<file path="config.mk">
export PLATFORM = sky130hd
export DESIGN_NAME = simd_inst_queue
export DESIGN_NICKNAME = d
export VERILOG_FILES = /design/src/rtl/simd_pkg.sv /design/src/rtl/simd_inst_queue.sv
export SDC_FILE = /design/constraint.sdc
export NUM_CORES = 1
export LEC_CHECK = 0
export ABC_AREA = 1
export CAP_MARGIN = 15
export CELL_PAD_IN_SITES_DETAIL_PLACEMENT = 1
export CELL_PAD_IN_SITES_GLOBAL_PLACEMENT = 2
export CORE_MARGIN = 10
export CORE_UTILIZATION = 36
export DETAILED_ROUTE_END_ITERATION = 10
export PLACE_DENSITY = 0.89
export SYNTH_ARGS = -nofsm -noshare
export SYNTH_HDL_FRONTEND = slang
export SYNTH_SLANG_ARGS = --single-unit
</file>
<file path="constraint.sdc">
create_clock -name clk -period 2.2 [get_ports clk]
set_input_delay 0.22 -clock clk [delete_from_list [all_inputs] [get_ports clk]]
set_output_delay 0.22 -clock clk [all_outputs]
set_load 0.005 [all_outputs]
</file>
<file path="src/rtl/simd_pkg.sv">
`default_nettype none
// ============================================================================
//  Module   : simd_pkg
//  Brief    : Shared constants and types for the SIMD instruction queue,
//             decoder and test bench.
//  Revision : 1.0 - initial release
// ============================================================================
package simd_pkg;

  // Instruction word width shared by the queue and the decoder.
  localparam int SIMD_IW = 16;

  // All-zero word decodes as NOP; driven by the queue whenever it is empty.
  localparam logic [SIMD_IW-1:0] SIMD_NOP = 16'h0000;

  // Opcode field encodings.
  typedef enum logic [3:0] {
    OP_NOP      = 4'b0000,
    OP_PADD     = 4'b0001,
    OP_PSUB     = 4'b0010,
    OP_PSLL     = 4'b0011,
    OP_PSRL     = 4'b0100,
    OP_PSRA     = 4'b0101,
    OP_PCMPEQ   = 4'b0110,
    OP_PCMPGT   = 4'b0111,
    OP_PUNPKGLO = 4'b1000,
    OP_PUNPKGHI = 4'b1001
  } simd_op_e;

  // Highest legal data-mode encoding.
  localparam logic [2:0] SIMD_MODE_MAX = 3'b101;

endpackage : simd_pkg
`default_nettype wire

</file>
<file path="src/rtl/simd_inst_queue.sv">
`default_nettype none
// ============================================================================
//  Module   : simd_inst_queue
//  Brief    : Circular instruction FIFO in front of the SIMD decoder. Presents
//             the oldest queued word, or NOP while empty. Flush discards all
//             entries and has priority over push and pop.
//  Revision : 1.0 - initial release
// ============================================================================
module simd_inst_queue
  import simd_pkg::*;
#(
  parameter int DEPTH = 4,
  parameter int IW    = SIMD_IW
) (
  input  logic                       clk,
  input  logic                       rst,
  input  logic [IW-1:0]              in_inst,
  input  logic                       in_valid,
  output logic                       in_ready,
  output logic [IW-1:0]              out_inst,
  output logic                       out_valid,
  input  logic                       out_ready,
  input  logic                       flush,
  output logic [$clog2(DEPTH):0]     count
);

  localparam int            c_AW  = $clog2(DEPTH);
  localparam int            c_CW  = c_AW + 1;
  localparam logic [c_CW-1:0] c_FULL = c_CW'(DEPTH);
  localparam logic [IW-1:0] c_NOP = IW'(SIMD_NOP);

  logic [IW-1:0]   r_mem [DEPTH];
  logic [c_AW-1:0] r_wr_ptr;
  logic [c_AW-1:0] r_rd_ptr;
  logic [c_CW-1:0] r_count;

  logic w_push;
  logic w_pop;

  // Status flags come from registered occupancy only, so a same-cycle pop
  // never frees a slot and a same-cycle push is never visible.
  assign in_ready  = (r_count != c_FULL);
  assign out_valid = (r_count != '0);
  assign out_inst  = out_valid ? r_mem[r_rd_ptr] : c_NOP;
  assign count     = r_count;

  assign w_push = in_valid & in_ready;
  assign w_pop  = out_valid & out_ready;

  // Storage write; contents are never cleared, pointers alone define validity.
  always_ff @(posedge clk) begin
    if (w_push && !flush) begin
      r_mem[r_wr_ptr] <= in_inst;
    end
  end

  // Pointer and occupancy update; flush overrides any push/pop this cycle.
  always_ff @(posedge clk or posedge rst) begin
    if (rst) begin
      r_wr_ptr <= '0;
      r_rd_ptr <= '0;
      r_count  <= '0;
    end else if (flush) begin
      r_wr_ptr <= '0;
      r_rd_ptr <= '0;
      r_count  <= '0;
    end else begin
      if (w_push) begin
        r_wr_ptr <= r_wr_ptr + 1'b1;
      end
      if (w_pop) begin
        r_rd_ptr <= r_rd_ptr + 1'b1;
      end
      case ({w_push, w_pop})
        2'b10:   r_count <= r_count + 1'b1;
        2'b01:   r_count <= r_count - 1'b1;
        default: r_count <= r_count;
      endcase
    end
  end

endmodule : simd_inst_queue
`default_nettype wire

</file>
==> flow_summary.ini <==
[run_status]
run_status = finished, final reports clean

[synth]
syn_area_per_cell_um2 = 11.8
ys_ff_latch = 71
synthCells = 253
yosysWarnings = 0
syn_area_um2 = 3000
yosysUniqueCellTypes = 24
ys_seq_area_frac = 0.700
synth_nets = 279

[hold_path]
hold_class = primary input to asynchronous set/reset pin

[finish]
fin_cells = 419
layout-area-overhead-vs-synth_pct = 29.2
drive_gt1_frac = 0.150
finalNetCount = 335
finish.utilization = 0.473
diodes = 0
fin_area_um2 = 3870

[cts]
cts_made_buffers = 9
clk_pin_slew_ps = 80
ctsHtreeMaxLevel = 3
cts_root_buffer = clkbuf_8
cts_tree = done
clock_latency_ps = 340
cts.sinks = 71
ctsHoldBuffers = 0
clock_tree.buffer_depth = 2
cts_setup_buffers = 0

[setup_path]
slowest_delay_ps = 530
arrival_ps = 1910
cp_slowest_cell = clkdlybuf4s50_1
path_buf_inv = 3
crit_fanout = 16
critPathKind = flop to output pin
crit_path_start_kind = flop
worstPathRequired_ps = 1980
cp-end-kind = output pin
cp_cell_sequence = inv_4 -> buf_8 -> o21ai_0 -> a21oi_1 -> clkdlybuf4s50_1
cp_top_family = buffers and inverters

[global_route]
track_usage = 0.120
grt-ovfl-total = 0
grt_pass1_vias = 2313
grt_max_degree = 19
antenna_found_initial = 0
grt_pass1_wl_mm = 11.9

[pwr]
peakVddDrop_uv = 477
power_leakage_uw = 0.00146
power.density_nw_per_um2 = 1160

[timing]
timing.fmax_mhz = 469
hold_viol = 0
tns_ps = 0
min_period_over_period = 0.969
setup_viol = 0
fin_ws_ps = 67.3
period_minus_slack_ps = 2130
rsz0062_at_grt = true
maxSlewViolCount = 0
clock_skew_ps = 6.96
worst_slew_margin_rel = 0.705
worstMarginPinSlew_ps = 441

[drt]
routed-via-count = 2021
vias_per_cell = 4.82
wl_per_cell_um = 17.5
firstDrtPassIters = 4
drtAntennaViolNets = 0
first_iter_violations = 117
drt-total-wl_mm = 7.35
drc = 0

[placed_design]
hpwl_mm = 5.23
portBuffers = 41
pre_cts_slack_ps = 76.4
dpl_cell_area_um2 = 3590
place_inst = 403
place.gp.congestion = 0.772

[die]
fp.dieH_um = 111
coreArea_um2 = 8180
dieArea_um2 = 12400
rows = 33
num_io_pins = 42
start_util = 0.366
die_w_um = 111

[flow_run]
maxCapViolCount = 0
cell families after synthesis:
logic type,share of synthesized area
flops,0.700
xor+xnor,0.00292
buf+inv,0.0422
fa+ha+maj,0.0234
simple gates,0.140
compound gates,0.0915
what timing repair did:
item / in CTS / in global routing
pin swaps: 0 / 2
endpoints found under the setup margin: 15 / 16
gates resized for setup: 6 / 7
cells in the final DEF (no fill, tap or decap), types with 2 or more instances in the layout:
master / Yosys / final
nor2_4: 2 / 2
dlymetal6s2s_1: 0 / 3
clkdlybuf4s50_1: 0 / 38
buf_8: 0 / 2
inv_4: 1 / 4
dfrtp_1: 7 / 6
edfxtp_1: 64 / 64
o21ai_1: 3 / 3
buf_6: 0 / 2
a21oi_1: 18 / 18
nor2_1: 68 / 68
bufinv_16: 0 / 3
nand3_1: 5 / 5
ha_1: 4 / 4
inv_1: 10 / 10
buf_4: 4 / 11
nand2_1: 12 / 12
nand2_4: 4 / 4
o21ai_0: 32 / 32
clkbuf_8: 0 / 9
nand2_2: 3 / 3
Yosys cell counts (all sizes together):
cell	instances	area, um^2
nand3	5	25.0
inv	15	58.8
buf	8	50.1
nor2	70	278
nand3b	1	7.51
dfrtp	7	175
xnor2	1	8.76
edfxtp	64	1920
ha	4	50.1
fa	1	20.0
clkbuf	3	13.8
nand2	19	109
clkinv	1	3.75
a21oi	19	98.9
o21ai	35	175
per-stage QoR:
step | hold slack, ps | total power (uW)
final | 114 | 4480
after global routing | 146 | 4760
after CTS | 114 | 4540
after detailed placement | 486 | 3240
after global placement | 479 | 3190
after floorplan | 23.4 | 2430
worst paths after layout:
kind                                   from     endpoint  slack, ps  cells past startpoint
worst min register to register     count[1]     count[1]        620                      2
max in group asynchronous               rst  r_rd_ptr[0]       1840                      2
min in group clk                 in_inst[4]  r_mem[0][4]        530                      1
worst max-delay path            r_rd_ptr[0]  out_inst[7]         70                      5
worst max register to register     count[0]     count[2]        190                     12
worst min-delay path                    rst     count[0]        110                      2
final cells by class:
| class | instances | area, um^2 |
|---|---|---|
| fill | 882 | 4310 |
| clock buffer | 9 | 124 |
| inverter | 16 | 70.1 |
| sequential | 71 | 2100 |
| timing repair buffer | 56 | 553 |
| multi-input combinational | 155 | 772 |
| clock inverter | 7 | 120 |
| tap | 105 | 131 |
per-layer routing:
metal | track usage | share of wire | vias to the layer above
met5 | 0 | 0 | -
met4 | 0.0454 | 0.014 | 0
met3 | 0.0287 | 0.037 | 9
met2 | 0.217 | 0.53 | 39
met1 | 0.132 | 0.42 | 996
li1 | - | - | 977
report_power, final:
group	internal (uW)	switching, uW
combinational	737	826
clock	757	508
sequential	1570	80.2
registers in the layout, summed over array words and instances (netlist names):
signal / count
r_wr_ptr: 2
r_mem: 64
r_rd_ptr: 2
count: 3
No activity file was read; power rests on OpenSTA's default activity.
